--- src/rtl/pc_stack_unit.sv ---
// Fetch-stage program counter with relative/absolute updates and a return-address stack.
// One operation per enabled cycle, priority ret > call > jump > sub > add > inc.
module pc_stack_unit #(
   parameter int unsigned      WIDTH        = 16,
   parameter int unsigned      STACK_DEPTH  = 8,
   parameter logic [WIDTH-1:0] RESET_VECTOR = '0,
   parameter logic [WIDTH-1:0] INC_STEP     = WIDTH'(1),
   localparam int unsigned     SP_W         = $clog2(STACK_DEPTH + 1),
   localparam int unsigned     IDX_W        = $clog2(STACK_DEPTH)
) (
   input  logic             clk,
   input  logic             reset,
   input  logic             en,
   input  logic             inc,
   input  logic             add,
   input  logic             sub,
   input  logic             jump,
   input  logic             call,
   input  logic             ret,
   input  logic             clr_err,
   input  logic [WIDTH-1:0] offset,
   input  logic [WIDTH-1:0] target,
   output logic [WIDTH-1:0] pc,
   output logic [SP_W-1:0]  sp,
   output logic             stack_empty,
   output logic             stack_full,
   output logic             overflow_err,
   output logic             underflow_err
);

   typedef enum logic [2:0] {
      OP_NONE, OP_INC, OP_ADD, OP_SUB, OP_JUMP, OP_CALL, OP_RET
   } op_e;

   op_e              op;
   logic [WIDTH-1:0] stack_mem [STACK_DEPTH];
   logic [WIDTH-1:0] ret_addr;
   logic [WIDTH-1:0] next_pc;
   logic [SP_W-1:0]  next_sp;
   logic [IDX_W-1:0] push_idx;
   logic [IDX_W-1:0] pop_idx;
   logic             push;
   logic             ovf_set;
   logic             unf_set;

   assign stack_empty = (sp == '0);
   assign stack_full  = (sp == SP_W'(STACK_DEPTH));
   assign ret_addr    = pc + INC_STEP;
   assign push_idx    = IDX_W'(sp);
   assign pop_idx     = IDX_W'(sp - SP_W'(1));

   always_comb begin
      op = OP_NONE;
      if (ret)       op = OP_RET;
      else if (call) op = OP_CALL;
      else if (jump) op = OP_JUMP;
      else if (sub)  op = OP_SUB;
      else if (add)  op = OP_ADD;
      else if (inc)  op = OP_INC;
   end

   // NOTE: every output of this block gets a default first so no path leaves a latch behind.
   always_comb begin
      next_pc = pc;
      next_sp = sp;
      push    = 1'b0;
      ovf_set = 1'b0;
      unf_set = 1'b0;
      case (op)
         OP_INC:  next_pc = ret_addr;
         OP_ADD:  next_pc = pc + offset;
         OP_SUB:  next_pc = pc - offset;
         OP_JUMP: next_pc = target;
         OP_CALL: begin
            next_pc = target;
            if (stack_full) begin
               ovf_set = 1'b1;
            end else begin
               push    = 1'b1;
               next_sp = sp + SP_W'(1);
            end
         end
         OP_RET: begin
            if (stack_empty) begin
               next_pc = ret_addr;
               unf_set = 1'b1;
            end else begin
               next_pc = stack_mem[pop_idx];
               next_sp = sp - SP_W'(1);
            end
         end
         default: ;
      endcase
   end

   // NOTE: state registers use non-blocking assignments so all of them see pre-edge values.
   always_ff @(posedge clk) begin
      if (reset) begin
         pc            <= RESET_VECTOR;
         sp            <= '0;
         overflow_err  <= 1'b0;
         underflow_err <= 1'b0;
      end else begin
         if (en) begin
            pc <= next_pc;
            sp <= next_sp;
         end
         // A new error outranks a same-cycle clear.
         if (en && ovf_set)    overflow_err  <= 1'b1;
         else if (clr_err)     overflow_err  <= 1'b0;
         if (en && unf_set)    underflow_err <= 1'b1;
         else if (clr_err)     underflow_err <= 1'b0;
      end
   end

   // NOTE: the stack array has no reset; entries at or above sp are never read.
   always_ff @(posedge clk) begin
      if (en && push && !reset) stack_mem[push_idx] <= ret_addr;
   end

endmodule

--- config.mk ---
export PLATFORM = sky130hd
export DESIGN_NAME = pc_stack_unit
export DESIGN_NICKNAME = d
export VERILOG_FILES = /design/src/rtl/pc_stack_unit.sv
export SDC_FILE = /design/constraint.sdc
export NUM_CORES = 1
export LEC_CHECK = 0
export CORE_ASPECT_RATIO = 0.9
export CORE_MARGIN = 2
export CORE_UTILIZATION = 58
export DETAILED_ROUTE_END_ITERATION = 7
export PLACE_DENSITY_LB_ADDON = 0.2
export SYNTH_ARGS = -nofsm -noshare
export SYNTH_HDL_FRONTEND = slang
export SYNTH_SLANG_ARGS = --single-unit
--- constraint.sdc ---
create_clock -name clk -period 3.9 [get_ports clk]
set_input_delay 0.78 -clock clk [delete_from_list [all_inputs] [get_ports clk]]
set_output_delay 0.78 -clock clk [all_outputs]
set_load 0.005 [all_outputs]
==> impl_metrics.prom, run 1 <==
# TYPE chip_impl_metric gauge
chip_impl_metric{name="number_of_flops_mapped_to_enable_cells_by_yosys",unit=""} 128
chip_impl_metric{name="synth_sequential_area_ratio",unit="%"} 56.6
chip_impl_metric{name="residual_drc_count",unit=""} 0
chip_impl_metric{name="final_nets",unit=""} 756
chip_impl_metric{name="n_antenna_cell",unit=""} 0
chip_impl_metric{name="f_max",unit="MHz"} 271
chip_impl_metric{name="worstSkewPairLatency",unit="ns"} 0.43
chip_impl_metric{name="cts_inserted_buffers",unit=""} 17
chip_impl_metric{name="yosys_register_bits",unit=""} 150
chip_impl_metric{name="dp.final_hpwl",unit="um"} 13300
chip_impl_metric{name="power_density",unit="nW/um2"} 546
chip_impl_metric{name="core.rowCount",unit=""} 39
chip_impl_info{name="dominantRegCellSynth",value="edfxtp_1"} 1
chip_impl_metric{name="antenna_found_initial",unit=""} 0
chip_impl_metric{name="skew",unit="ns"} 0.0132
chip_impl_info{name="worstSetupPathType",value="in -> reg"} 1
chip_impl_metric{name="clock_sink_count",unit=""} 150
chip_impl_metric{name="postSynthAreaPerCell",unit="um2"} 12.8
chip_impl_info{name="root_buffer",value="clkbuf_16"} 1
chip_impl_metric{name="setup_slack_after_placement",unit="ns"} -0.199
chip_impl_info{name="worstHoldStart",value="overflow_err"} 1
chip_impl_metric{name="timing.max_slew.rel_slack",unit="%"} 28.4
chip_impl_metric{name="drt_first_pass_iters",unit=""} 7
chip_impl_metric{name="synth_async_sr_flop_share",unit="%"} 0
chip_impl_metric{name="reg2reg_depth",unit=""} 11
chip_impl_metric{name="worst-path-max-fanout",unit=""} 3
chip_impl_metric{name="cts_setup_buffers",unit=""} 0
chip_impl_metric{name="timing_max_transition_violations_final",unit=""} 0
chip_impl_metric{name="yosys_warnings",unit=""} 0
chip_impl_metric{name="ir_worst_vdd",unit="V"} 0.000396
chip_impl_info{name="top_layer",value="met4"} 1
chip_impl_metric{name="wirelength_met1",unit="um"} 8000
chip_impl_metric{name="setup_viol_count_final",unit=""} 0
chip_impl_metric{name="largest_net_degree_at_the_start_of_global_routing",unit=""} 36
chip_impl_metric{name="clk_pin_slew",unit="ns"} 0.06
chip_impl_metric{name="leakagePower",unit="nW"} 3.23
chip_impl_metric{name="detail_route.vias_per_cell",unit=""} 6.41
chip_impl_info{name="worst_setup_path_end_kind",value="flip-flop"} 1
chip_impl_metric{name="layout_worst_path_cycle_share",unit="%"} 94.4
chip_impl_metric{name="wire_per_inst",unit="um"} 22.5
chip_impl_info{name="synth.area.top_cells",value="edfxtp_1 51%, mux4_2 9.5%, dfxtp_1 5.8%, ha_1 3.1%, a21oi_1 2.8%"} 1
chip_impl_metric{name="tightest_slew",unit="ns"} 1.07
chip_impl_info{name="clock_tree_from_tritoncts",value="built"} 1
chip_impl_metric{name="design.core.area",unit="um2"} 12700
chip_impl_metric{name="r2r_slack",unit="ns"} 0.83
chip_impl_metric{name="ctsLongestPathBuffers",unit=""} 2
chip_impl_metric{name="place.port_buffers",unit=""} 65
chip_impl_metric{name="postLayoutCoreUtil",unit="%"} 72.3
chip_impl_metric{name="yosysTopAreaCellShare",unit="%"} 50.8
chip_impl_metric{name="io_pins",unit=""} 66
chip_impl_info{name="reg2reg_from",value="pc[0]"} 1
chip_impl_metric{name="postSynthNetCount",unit=""} 656
chip_impl_metric{name="final.setup.tns",unit="ns"} 0
chip_impl_info{name="worstReg2RegEnd",value="pc[14]"} 1
chip_impl_metric{name="drive_above_1_share",unit="%"} 17.4
chip_impl_metric{name="dr_wl_met3",unit="um"} 1820
chip_impl_metric{name="report.power.total",unit="W"} 0.00503
chip_impl_metric{name="floorplan.initialDensity",unit="%"} 59.5
chip_impl_metric{name="period_minus_slack",unit="ns"} 3.68
chip_impl_metric{name="clock_tree.htree_level_count",unit=""} 4
chip_impl_metric{name="critPathArrivalTime",unit="ns"} 4.03
chip_impl_metric{name="synthDistinctLibCells",unit=""} 65
chip_impl_info{name="timing.critical_path.from_type",value="input port"} 1
chip_impl_metric{name="final.setup.worst_slack",unit="ns"} 0.217
chip_impl_metric{name="globalRouteOverflowTotal",unit=""} 0
chip_impl_metric{name="area.growth.synth_to_final",unit="%"} 21.6
chip_impl_metric{name="grt.total_usage",unit="%"} 28.9
chip_impl_metric{name="die_height",unit="um"} 112
chip_impl_metric{name="worst-endpoint-required",unit="ns"} 4.25
chip_impl_metric{name="synth_cells",unit=""} 594
chip_impl_metric{name="drv.max_cap_violation_count",unit=""} 0
chip_impl_metric{name="fill_cells",unit=""} 857
chip_impl_metric{name="drt_iter0_drc",unit=""} 642
chip_impl_metric{name="via_count",unit=""} 5576
chip_impl_metric{name="min_path_cells",unit=""} 2
chip_impl_metric{name="routed-wl-met2",unit="um"} 9270
chip_impl_info{name="grt_setup_unrepaired",value="no"} 1
chip_impl_metric{name="fp.dieArea",unit="um2"} 14000
chip_impl_info{name="holdCritPathClass",value="reg -> reg"} 1
chip_impl_metric{name="grt_pass1_vias",unit=""} 5559
chip_impl_metric{name="gp_congestion",unit=""} 1.00
chip_impl_metric{name="drt-total-wl",unit="um"} 19500
chip_impl_metric{name="wire_length_of_the_first_global_routing_pass",unit="um"} 30600
chip_impl_metric{name="syn-cell-area",unit="um2"} 7570
chip_impl_info{name="worstHoldEndpoint",value="overflow_err"} 1
chip_impl_info{name="netlist.top_cell.by_area",value="edfxtp_1"} 1
chip_impl_metric{name="floorplan.die.width",unit="um"} 124
chip_impl_metric{name="route.antenna.remaining_nets",unit=""} 0
chip_impl_metric{name="final_hold_viol_count",unit=""} 0
chip_impl_info{name="outcome",value="finished clean"} 1
## sequential cells by signal, summed over array words and instances (netlist names)
register / flops
pc: 16
overflow_err: 1
stack_mem: 128
sp: 4
underflow_err: 1
## metal layers
layer	GRT usage [%]	vias to the layer above
met2	45.8	312
met3	6.58	46
li1	-	2489
met1	40.0	2729
met4	9.96	0
met5	0	-
## cell families after synthesis
group / synth area share, %
and+or+nand+nor: 10.4
DFF: 56.6
AOI/OAI and AO/OA: 11.3
muxes: 11.1
xor gates and xnor gates: 4.96
buffers and inverters: 2.30
adders and majority gates: 3.40
## repair_timing
item,in CTS,in global routing
setup endpoints to repair,0,1
resized for setup,0,1
hold buffers,0,0
## cells in the mapped netlist (9+ instances only)
| cell | number |
|---|---|
| xor2_1 | 17 |
| clkbuf_1 | 15 |
| nand3_1 | 13 |
| buf_2 | 9 |
| dfxtp_1 | 22 |
| ha_1 | 19 |
| edfxtp_1 | 128 |
| o21ai_0 | 22 |
| mux2i_1 | 11 |
| nor3_1 | 11 |
| a221oi_1 | 9 |
| nand2_1 | 54 |
| mux4_2 | 32 |
| a21oi_1 | 42 |
| inv_1 | 14 |
| xnor2_1 | 24 |
| nor2_1 | 49 |
## power by group
group	total [W]	internal (W)	switching, W
combinational	0.00154	0.000682	0.000859
sequential	0.00192	0.00184	0.0000820
clock	0.00157	0.000933	0.000641
## worst max-delay path: stages
cell and delay, ns:
clkdlybuf4s50_1 0.44, buf_4 0.16, nor4_1 0.44, buf_4 0.20
a21oi_1 0.08, xnor2_1 0.14, ha_1 0.32, a21oi_1 0.13
nor2_1 0.06, a211oi_1 0.23, o21ai_1 0.13, a221oi_1 0.36
mux2_2 0.39, a31oi_1 0.18
## worst max path at each step
stage | from | endpoint | slack [ns]
after global routing | offset[4] | pc[14] | 0.01
after floorplan | sp[0] | stack_mem[0][0] | 0.28
after detailed placement | jump | pc[14] | -0.20
after CTS | jump | pc[14] | 0.20
after global placement | jump | pc[14] | -0.06
final | offset[4] | pc[14] | 0.22
## cell usage in the layout (no fill, tap or decap), types with 7 or more instances in the layout
cell,instances
dfxtp_1,21
a221oi_1,9
a211oi_1,7
clkdlybuf4s50_1,65
mux4_2,32
nand2_1,54
a31oi_1,7
edfxtp_1,128
xor2_1,17
nand2b_1,7
xnor2_1,24
clkbuf_16,17
o21ai_0,22
buf_4,43
ha_1,19
mux2i_1,11
nand3_1,13
nor2_1,49
nand4_1,7
a21oi_1,42
inv_1,14
nor3_1,8
## through the flow
| stage | hold slack (ns) | cell area, um2 | cells |
|---|---|---|---|
| final | 0.473 | 9210 | 870 |
| after global routing | 0.504 | 9210 | 870 |
| after CTS | 0.474 | 9210 | 870 |
| after detailed placement | 0.463 | 8650 | 839 |
| after global placement | 0.458 | 8650 | 839 |
| after floorplan | 0.461 | 7570 | 594 |
## cell type report
cell class	count	area, um2	share of cell area (%)
clock buffers	18	429	4.66
flip-flops and latches	150	4290	46.5
clock inverters	13	133	1.44
inverters	15	56.3	0.611
multi-input cells	402	3130	34.0
repair buffers	108	973	10.6
well taps	164	205	2.23
Power figures use the tool's default switching activity.
==> run 2: changes to the inputs <==
SETUP_SLACK_MARGIN = 0.2   (was unset)
==> run 2 against run 1 <==
- critical path depth down 1
- clock power about the same
- sequential power barely moved
- sequential share of layout area down 0.16 points
- global-route usage is essentially flat
==> impl_metrics.prom, run 2 (same netlist as run 1, synthesis figures left out) <==
# TYPE chip_impl_metric gauge
chip_impl_info{name="outcome",value="finished clean"} 1
chip_impl_metric{name="power_frac_clock",unit="%"} 31.2
chip_impl_metric{name="timing_max_transition_violations_final",unit=""} 0
chip_impl_metric{name="residual_drc_count",unit=""} 0
chip_impl_metric{name="switching_component_of_the_power",unit="W"} 0.00158
chip_impl_metric{name="grt.total_usage",unit="%"} 28.9
chip_impl_metric{name="ctsLongestPathBuffers",unit=""} 2
chip_impl_metric{name="cp.buffers_inverters",unit=""} 1
chip_impl_info{name="slowest_stage",value="clkdlybuf4s50_1"} 1
chip_impl_metric{name="leakagePower",unit="nW"} 3.24
chip_impl_metric{name="floorplan.die.width",unit="um"} 124
chip_impl_metric{name="postLayoutCoreUtil",unit="%"} 72.6
chip_impl_metric{name="fill_cells",unit=""} 857
chip_impl_metric{name="route.antenna.remaining_nets",unit=""} 0
chip_impl_metric{name="drive_above_1_share",unit="%"} 18.3
chip_impl_metric{name="die_height",unit="um"} 112
chip_impl_metric{name="power_density",unit="nW/um2"} 544
chip_impl_info{name="root_buffer",value="clkbuf_16"} 1
chip_impl_metric{name="floorplan.initialDensity",unit="%"} 59.5
chip_impl_metric{name="power.combinational.fraction",unit="%"} 30.7
chip_impl_metric{name="fp.dieArea",unit="um2"} 14000
chip_impl_info{name="mostFrequentLayoutCell",value="edfxtp_1"} 1
chip_impl_metric{name="drv.max_cap_violation_count",unit=""} 0
chip_impl_metric{name="dp.final_hpwl",unit="um"} 13300
chip_impl_metric{name="f_max",unit="MHz"} 282
chip_impl_metric{name="cts_setup_buffers",unit=""} 0
chip_impl_metric{name="min_path_cells",unit=""} 2
chip_impl_metric{name="area.growth.synth_to_final",unit="%"} 22.1
chip_impl_metric{name="drt-total-wl",unit="um"} 19500
chip_impl_metric{name="globalRouteOverflowTotal",unit=""} 0
chip_impl_info{name="worst_setup_path_end_kind",value="flip-flop"} 1
chip_impl_metric{name="drt_first_pass_iters",unit=""} 7
chip_impl_metric{name="worst-endpoint-required",unit="ns"} 4.21
chip_impl_metric{name="detail_route.vias_per_cell",unit=""} 6.39
chip_impl_metric{name="setup_viol_count_final",unit=""} 0
chip_impl_info{name="holdCritPathClass",value="reg -> reg"} 1
chip_impl_info{name="grt_setup_unrepaired",value="yes"} 1
chip_impl_metric{name="critPathArrivalTime",unit="ns"} 3.85
chip_impl_metric{name="instances_no_fill",unit=""} 870
chip_impl_info{name="layout_top_registers",value="stack_mem (128), pc (16), sp (4)"} 1
chip_impl_metric{name="largest_reg_flops",unit=""} 128
chip_impl_metric{name="r2r_slack",unit="ns"} 0.95
chip_impl_info{name="reg2reg_from",value="sp[1]"} 1
chip_impl_metric{name="skew",unit="ns"} 0.0130
chip_impl_metric{name="wire_length_of_the_first_global_routing_pass",unit="um"} 30600
chip_impl_metric{name="tightest_slew",unit="ns"} 1.05
chip_impl_metric{name="ir_worst_vdd",unit="V"} 0.000396
chip_impl_metric{name="period_minus_slack",unit="ns"} 3.54
chip_impl_metric{name="drt_iter0_drc",unit=""} 668
chip_impl_metric{name="io_pins",unit=""} 66
chip_impl_metric{name="final_hold_viol_count",unit=""} 0
chip_impl_metric{name="clk_pin_slew",unit="ns"} 0.06
chip_impl_info{name="critical_path.cell_chain",value="clkdlybuf4s50_1 > nor3_2 > nand2_1 > o21ai_0 > xor2_1 > ha_1 > and2_4 > a221oi_2 > a211oi_2 > o32ai_2 > xnor2_1 > a221oi_1 > nor3_1"} 1
chip_impl_metric{name="largest_net_degree_at_the_start_of_global_routing",unit=""} 36
chip_impl_metric{name="cp_peak_stage_delay",unit="ns"} 0.47
chip_impl_info{name="worstHoldStart",value="overflow_err"} 1
chip_impl_metric{name="worstSkewPairLatency",unit="ns"} 0.43
chip_impl_metric{name="sequentialPowerShare",unit="%"} 38.1
chip_impl_info{name="timing.critical_path.from_type",value="input port"} 1
chip_impl_metric{name="clock_sink_count",unit=""} 150
chip_impl_metric{name="final_nets",unit=""} 756
chip_impl_metric{name="grt_pass1_vias",unit=""} 5560
chip_impl_metric{name="n_antenna_cell",unit=""} 0
chip_impl_info{name="registers.top_by_ff_count",value="stack_mem"} 1
chip_impl_info{name="mostFrequentLayoutCells",value="128 x edfxtp_1, 65 x clkdlybuf4s50_1, 54 x nand2_1"} 1
chip_impl_info{name="worstSetupPathType",value="in -> reg"} 1
chip_impl_metric{name="place.port_buffers",unit=""} 65
chip_impl_metric{name="worst-path-max-fanout",unit=""} 3
chip_impl_metric{name="clock_tree.htree_level_count",unit=""} 4
chip_impl_metric{name="intPower",unit="W"} 0.00345
chip_impl_metric{name="design.core.area",unit="um2"} 12700
chip_impl_metric{name="layout_worst_path_cycle_share",unit="%"} 90.8
chip_impl_metric{name="reg2reg_depth",unit=""} 8
chip_impl_metric{name="number_of_cells_in_the_design_after_placement",unit=""} 839
chip_impl_info{name="timing.critical_path.max_delay_family",value="compound AO/OA/AOI/OAI gates"} 1
chip_impl_metric{name="cts_inserted_buffers",unit=""} 17
chip_impl_metric{name="gp_congestion",unit=""} 1.00
chip_impl_metric{name="timing.max_slew.rel_slack",unit="%"} 29.8
chip_impl_metric{name="antenna_found_initial",unit=""} 0
chip_impl_metric{name="via_count",unit=""} 5560
chip_impl_metric{name="wire_per_inst",unit="um"} 22.5
chip_impl_metric{name="core.rowCount",unit=""} 39
chip_impl_metric{name="p_sw_share",unit="%"} 31.4
chip_impl_info{name="clock_tree_from_tritoncts",value="built"} 1
chip_impl_info{name="worstReg2RegEnd",value="pc[7]"} 1
chip_impl_info{name="worstHoldEndpoint",value="overflow_err"} 1
run 2: power groups by stage:
stage,registers (W),clock network (W),logic [W]
floorplan,0.00191,0,0.00101
global placement,0.00194,0,0.00148
detailed placement,0.00195,0,0.00152
CTS,0.00191,0.00158,0.00153
global route,0.00192,0.00164,0.00167
finish,0.00192,0.00157,0.00155
run 2: metal layers:
layer  global-route usage [%]  up-vias  part of all wire (%)
met5                        0        -                     0
met4                     9.96        0                   2.1
met3                     6.58       37                   8.6
met2                     45.8      312                    48
met1                     40.1     2727                    42
li1                         -     2484                     -
run 2: worst max path at each step:
stage	from	to	slack, ns	depth (start not counted)
final	jump	pc[11]	0.36	13
after global routing	offset[3]	pc[15]	0.19	15
after CTS	offset[4]	pc[14]	0.28	14
after detailed placement	jump	pc[14]	-0.20	14
after global placement	jump	pc[14]	-0.06	14
after floorplan	sp[0]	stack_mem[0][0]	0.28	8
run 2: repair_timing:
item	in CTS	in global routing
resized for setup	1	9
pin swaps	0	5
endpoints found under the setup margin	1	2
cloned	0	0
hold buffers	0	0
run 2: tightest hold or removal path, delay by kind of cell, from the launching register on:
kind / cells / cell delay (ns)
DFF: 1 / 0.31
and+or+nand+nor: 1 / 0.06
AOI/OAI and AO/OA: 1 / 0.05
run 2: cell type report:
cell class | instances | area, um2 | share of cell area (%)
Timing Repair Buffer | 108 | 973 | 10.5
Inverter | 15 | 56.3 | 0.609
Multi-Input combinational cell | 402 | 3160 | 34.2
Clock inverter | 13 | 133 | 1.43
Clock buffer | 18 | 429 | 4.64
Tap cell | 164 | 205 | 2.22
Sequential cell | 150 | 4290 | 46.4
run 2: per-stage QoR:
stage / setup TNS (ns) / hold slack, ns / setup WS [ns] / cell area, um2 / power, W
2_1_floorplan: 0 / 0.461 / 0.276 / 7570 / 0.00292
3_3_place_gp: -0.0635 / 0.458 / -0.0635 / 8650 / 0.00343
3_5_place_dp: -0.720 / 0.463 / -0.199 / 8650 / 0.00346
4_1_cts: 0 / 0.474 / 0.279 / 9210 / 0.00503
5_1_grt: 0 / 0.504 / 0.192 / 9250 / 0.00523
6_report: 0 / 0.473 / 0.360 / 9250 / 0.00503
==> run 3: changes to the inputs <==
==> constraint.sdc (replaced) <==
create_clock -name clk -period 3.9 [get_ports clk]
set_input_delay 0.585 -clock clk [delete_from_list [all_inputs] [get_ports clk]]
set_output_delay 0.585 -clock clk [all_outputs]
set_load 0.005 [all_outputs]
==> run 3 against run 2 <==
- critical path depth is the same
- register-to-register slack worse by 0.21 ns
- combinational power about the same
- largest cell class unchanged
- largest power group unchanged
==> impl_metrics.prom, run 3 (same netlist as run 1, synthesis figures left out) <==
# TYPE chip_impl_metric gauge
chip_impl_metric{name="io_pins",unit=""} 66
chip_impl_metric{name="drt-total-wl",unit="um"} 19800
chip_impl_metric{name="leakagePower",unit="nW"} 3.16
chip_impl_metric{name="clock_sink_count",unit=""} 150
chip_impl_info{name="path_common_cell",value="a21o_1"} 1
chip_impl_metric{name="power_density",unit="nW/um2"} 551
chip_impl_metric{name="globalRouteOverflowTotal",unit=""} 0
chip_impl_metric{name="ctsLongestPathBuffers",unit=""} 2
chip_impl_metric{name="report.power.total",unit="W"} 0.00502
chip_impl_metric{name="design.core.area",unit="um2"} 12700
chip_impl_metric{name="floorplan.die.width",unit="um"} 124
chip_impl_metric{name="largest_reg_flops",unit=""} 128
chip_impl_metric{name="final.setup.tns",unit="ns"} 0
chip_impl_info{name="slowest_stage",value="clkdlybuf4s50_1"} 1
chip_impl_metric{name="residual_drc_count",unit=""} 0
chip_impl_metric{name="power.combinational.fraction",unit="%"} 30.5
chip_impl_info{name="worstSetupPathType",value="in -> reg"} 1
chip_impl_info{name="clock_tree_from_tritoncts",value="built"} 1
chip_impl_metric{name="f_max",unit="MHz"} 283
chip_impl_metric{name="final.setup.worst_slack",unit="ns"} 0.361
chip_impl_metric{name="skew",unit="ns"} 0.00765
chip_impl_metric{name="ir_worst_vdd",unit="V"} 0.000488
chip_impl_metric{name="antenna_found_initial",unit=""} 0
chip_impl_metric{name="timing_max_transition_violations_final",unit=""} 0
chip_impl_metric{name="gp_congestion",unit=""} 0.975
chip_impl_metric{name="drt_iter0_drc",unit=""} 685
chip_impl_info{name="critical_path.cell_chain",value="clkdlybuf4s50_1 > nor2_2 > nand2_1 > or4_4 > nor2_1 > a21oi_1 > xnor2_1 > ha_1 > a21o_1 > a21o_1 > a221oi_1 > mux2_2 > a31oi_1"} 1
chip_impl_metric{name="worst-endpoint-required",unit="ns"} 4.24
chip_impl_metric{name="drv.max_cap_violation_count",unit=""} 0
chip_impl_metric{name="critPathArrivalTime",unit="ns"} 3.88
chip_impl_info{name="timing.critical_path.from_type",value="input port"} 1
chip_impl_metric{name="final_hold_viol_count",unit=""} 0
chip_impl_metric{name="tightest_slew",unit="ns"} 0.911
chip_impl_info{name="mostFrequentLayoutCells",value="128 x edfxtp_1, 65 x clkdlybuf4s50_1, 54 x nand2_1"} 1
chip_impl_metric{name="cts-hold-fix-buffers",unit=""} 0
chip_impl_metric{name="fp.dieArea",unit="um2"} 14000
chip_impl_metric{name="dp.final_hpwl",unit="um"} 13200
chip_impl_info{name="worst_setup_path_end_kind",value="flip-flop"} 1
chip_impl_info{name="mostFrequentLayoutCell",value="edfxtp_1"} 1
chip_impl_metric{name="setup_viol_count_final",unit=""} 0
chip_impl_metric{name="layout_worst_path_cycle_share",unit="%"} 90.8
chip_impl_metric{name="drive_above_1_share",unit="%"} 15.4
chip_impl_metric{name="switching_component_of_the_power",unit="W"} 0.00158
chip_impl_metric{name="route.antenna.remaining_nets",unit=""} 0
chip_impl_metric{name="p_sw_share",unit="%"} 31.5
chip_impl_info{name="registers.top_by_ff_count",value="stack_mem"} 1
chip_impl_metric{name="wire_length_of_the_first_global_routing_pass",unit="um"} 30300
chip_impl_metric{name="grt_pass1_vias",unit=""} 5434
chip_impl_metric{name="whs",unit="ns"} 0.467
chip_impl_metric{name="period_minus_slack",unit="ns"} 3.54
chip_impl_metric{name="setup_slack_after_placement",unit="ns"} 0.0300
chip_impl_metric{name="via_count",unit=""} 5562
chip_impl_info{name="grt_setup_unrepaired",value="no"} 1
chip_impl_metric{name="clk_pin_slew",unit="ns"} 0.06
chip_impl_metric{name="sequentialPowerShare",unit="%"} 38.2
chip_impl_metric{name="detail_route.vias_per_cell",unit=""} 6.49
chip_impl_metric{name="die_height",unit="um"} 112
chip_impl_metric{name="power_frac_clock",unit="%"} 31.3
chip_impl_metric{name="worst-path-max-fanout",unit=""} 4
chip_impl_metric{name="cts_setup_buffers",unit=""} 0
chip_impl_metric{name="grt.total_usage",unit="%"} 28.5
chip_impl_metric{name="largest_net_degree_at_the_start_of_global_routing",unit=""} 36
chip_impl_metric{name="floorplan.initialDensity",unit="%"} 59.5
chip_impl_info{name="layout_top_registers",value="stack_mem (128), pc (16), sp (4)"} 1
chip_impl_info{name="outcome",value="finished clean"} 1
chip_impl_info{name="holdCritPathClass",value="reg -> reg"} 1
chip_impl_info{name="root_buffer",value="clkbuf_16"} 1
chip_impl_metric{name="final_nets",unit=""} 742
chip_impl_metric{name="drt_first_pass_iters",unit=""} 5
chip_impl_metric{name="place.port_buffers",unit=""} 65
chip_impl_metric{name="clock_tree.htree_level_count",unit=""} 4
chip_impl_metric{name="n_antenna_cell",unit=""} 0
chip_impl_metric{name="core.rowCount",unit=""} 39
chip_impl_metric{name="worstSkewPairLatency",unit="ns"} 0.43
chip_impl_metric{name="cp_peak_stage_delay",unit="ns"} 0.49
chip_impl_metric{name="intPower",unit="W"} 0.00344
chip_impl_metric{name="wire_per_inst",unit="um"} 23.1
chip_impl_metric{name="timing.max_slew.rel_slack",unit="%"} 38.8
chip_impl_metric{name="area.growth.synth_to_final",unit="%"} 20.2
chip_impl_metric{name="cts_inserted_buffers",unit=""} 17
chip_impl_metric{name="cts.repair.resized",unit=""} 0
-- run 3: cell types whose count changed in the layout (fill, tap and decap cells not counted), moves of 2 or more --
cell | before | now
buf_4 | 43 | 29
clkinv_1 | 2 | 4
o21ai_1 | 6 | 4
o21ai_0 | 20 | 22
clkinv_4 | 2 | 0
-- run 3: final timing paths --
path	start	to	slack [ns]	cells after the start
worst min-delay path	overflow_err	overflow_err	0.47	2
worst max-delay path	offset[4]	pc[14]	0.36	13
worst min register to register	overflow_err	overflow_err	0.47	2
worst max register to register	pc[0]	pc[14]	0.74	11
-- run 3: per-stage QoR --
step           instance area [um2]  std cells  util [%]
6_report                      9100        857      71.5
5_1_grt                       9100        857      71.5
4_1_cts                       9100        857      71.5
3_5_place_dp                  8540        825      67.1
3_3_place_gp                  8540        825      67.1
2_1_floorplan                 7570        594         -
-- run 3: critical path: cells and delay by family --
kind,cells,cell delay (ns)
buffers and inverters,1,0.49
AND/OR/NAND/NOR,4,0.84
multiplexers,1,0.39
XOR/XNOR,1,0.24
adder cells (fa/ha/maj),1,0.33
AO/OA/AOI/OAI,5,1.01
-- run 3: final cells by class --
cell class | instances | area (um2)
inverter | 15 | 56.3
clock buffer | 18 | 429
clock inverter | 14 | 131
multi-input combinational | 402 | 3130
timing repair buffer | 94 | 868
sequential | 150 | 4290
fill | 870 | 3630
tap | 164 | 205
-- run 3: power groups by stage --
| stage | Clock, W | Combinational, W | Sequential (W) |
|---|---|---|---|
| 2_1_floorplan | 0 | 0.00101 | 0.00191 |
| 3_3_place_gp | 0 | 0.00146 | 0.00194 |
| 3_5_place_dp | 0 | 0.00149 | 0.00194 |
| 4_1_cts | 0.00158 | 0.00152 | 0.00191 |
| 5_1_grt | 0.00164 | 0.00163 | 0.00192 |
| 6_report | 0.00157 | 0.00153 | 0.00192 |
-- run 3: metal layers --
metal  share of wire (%)  up-vias  GRT usage (%)
met5                   0        -              0
met4                 2.3        0           9.29
met3                 9.0       49           7.82
met2                  47      324           43.9
met1                  42     2730           39.9
li1                    -     2459              -
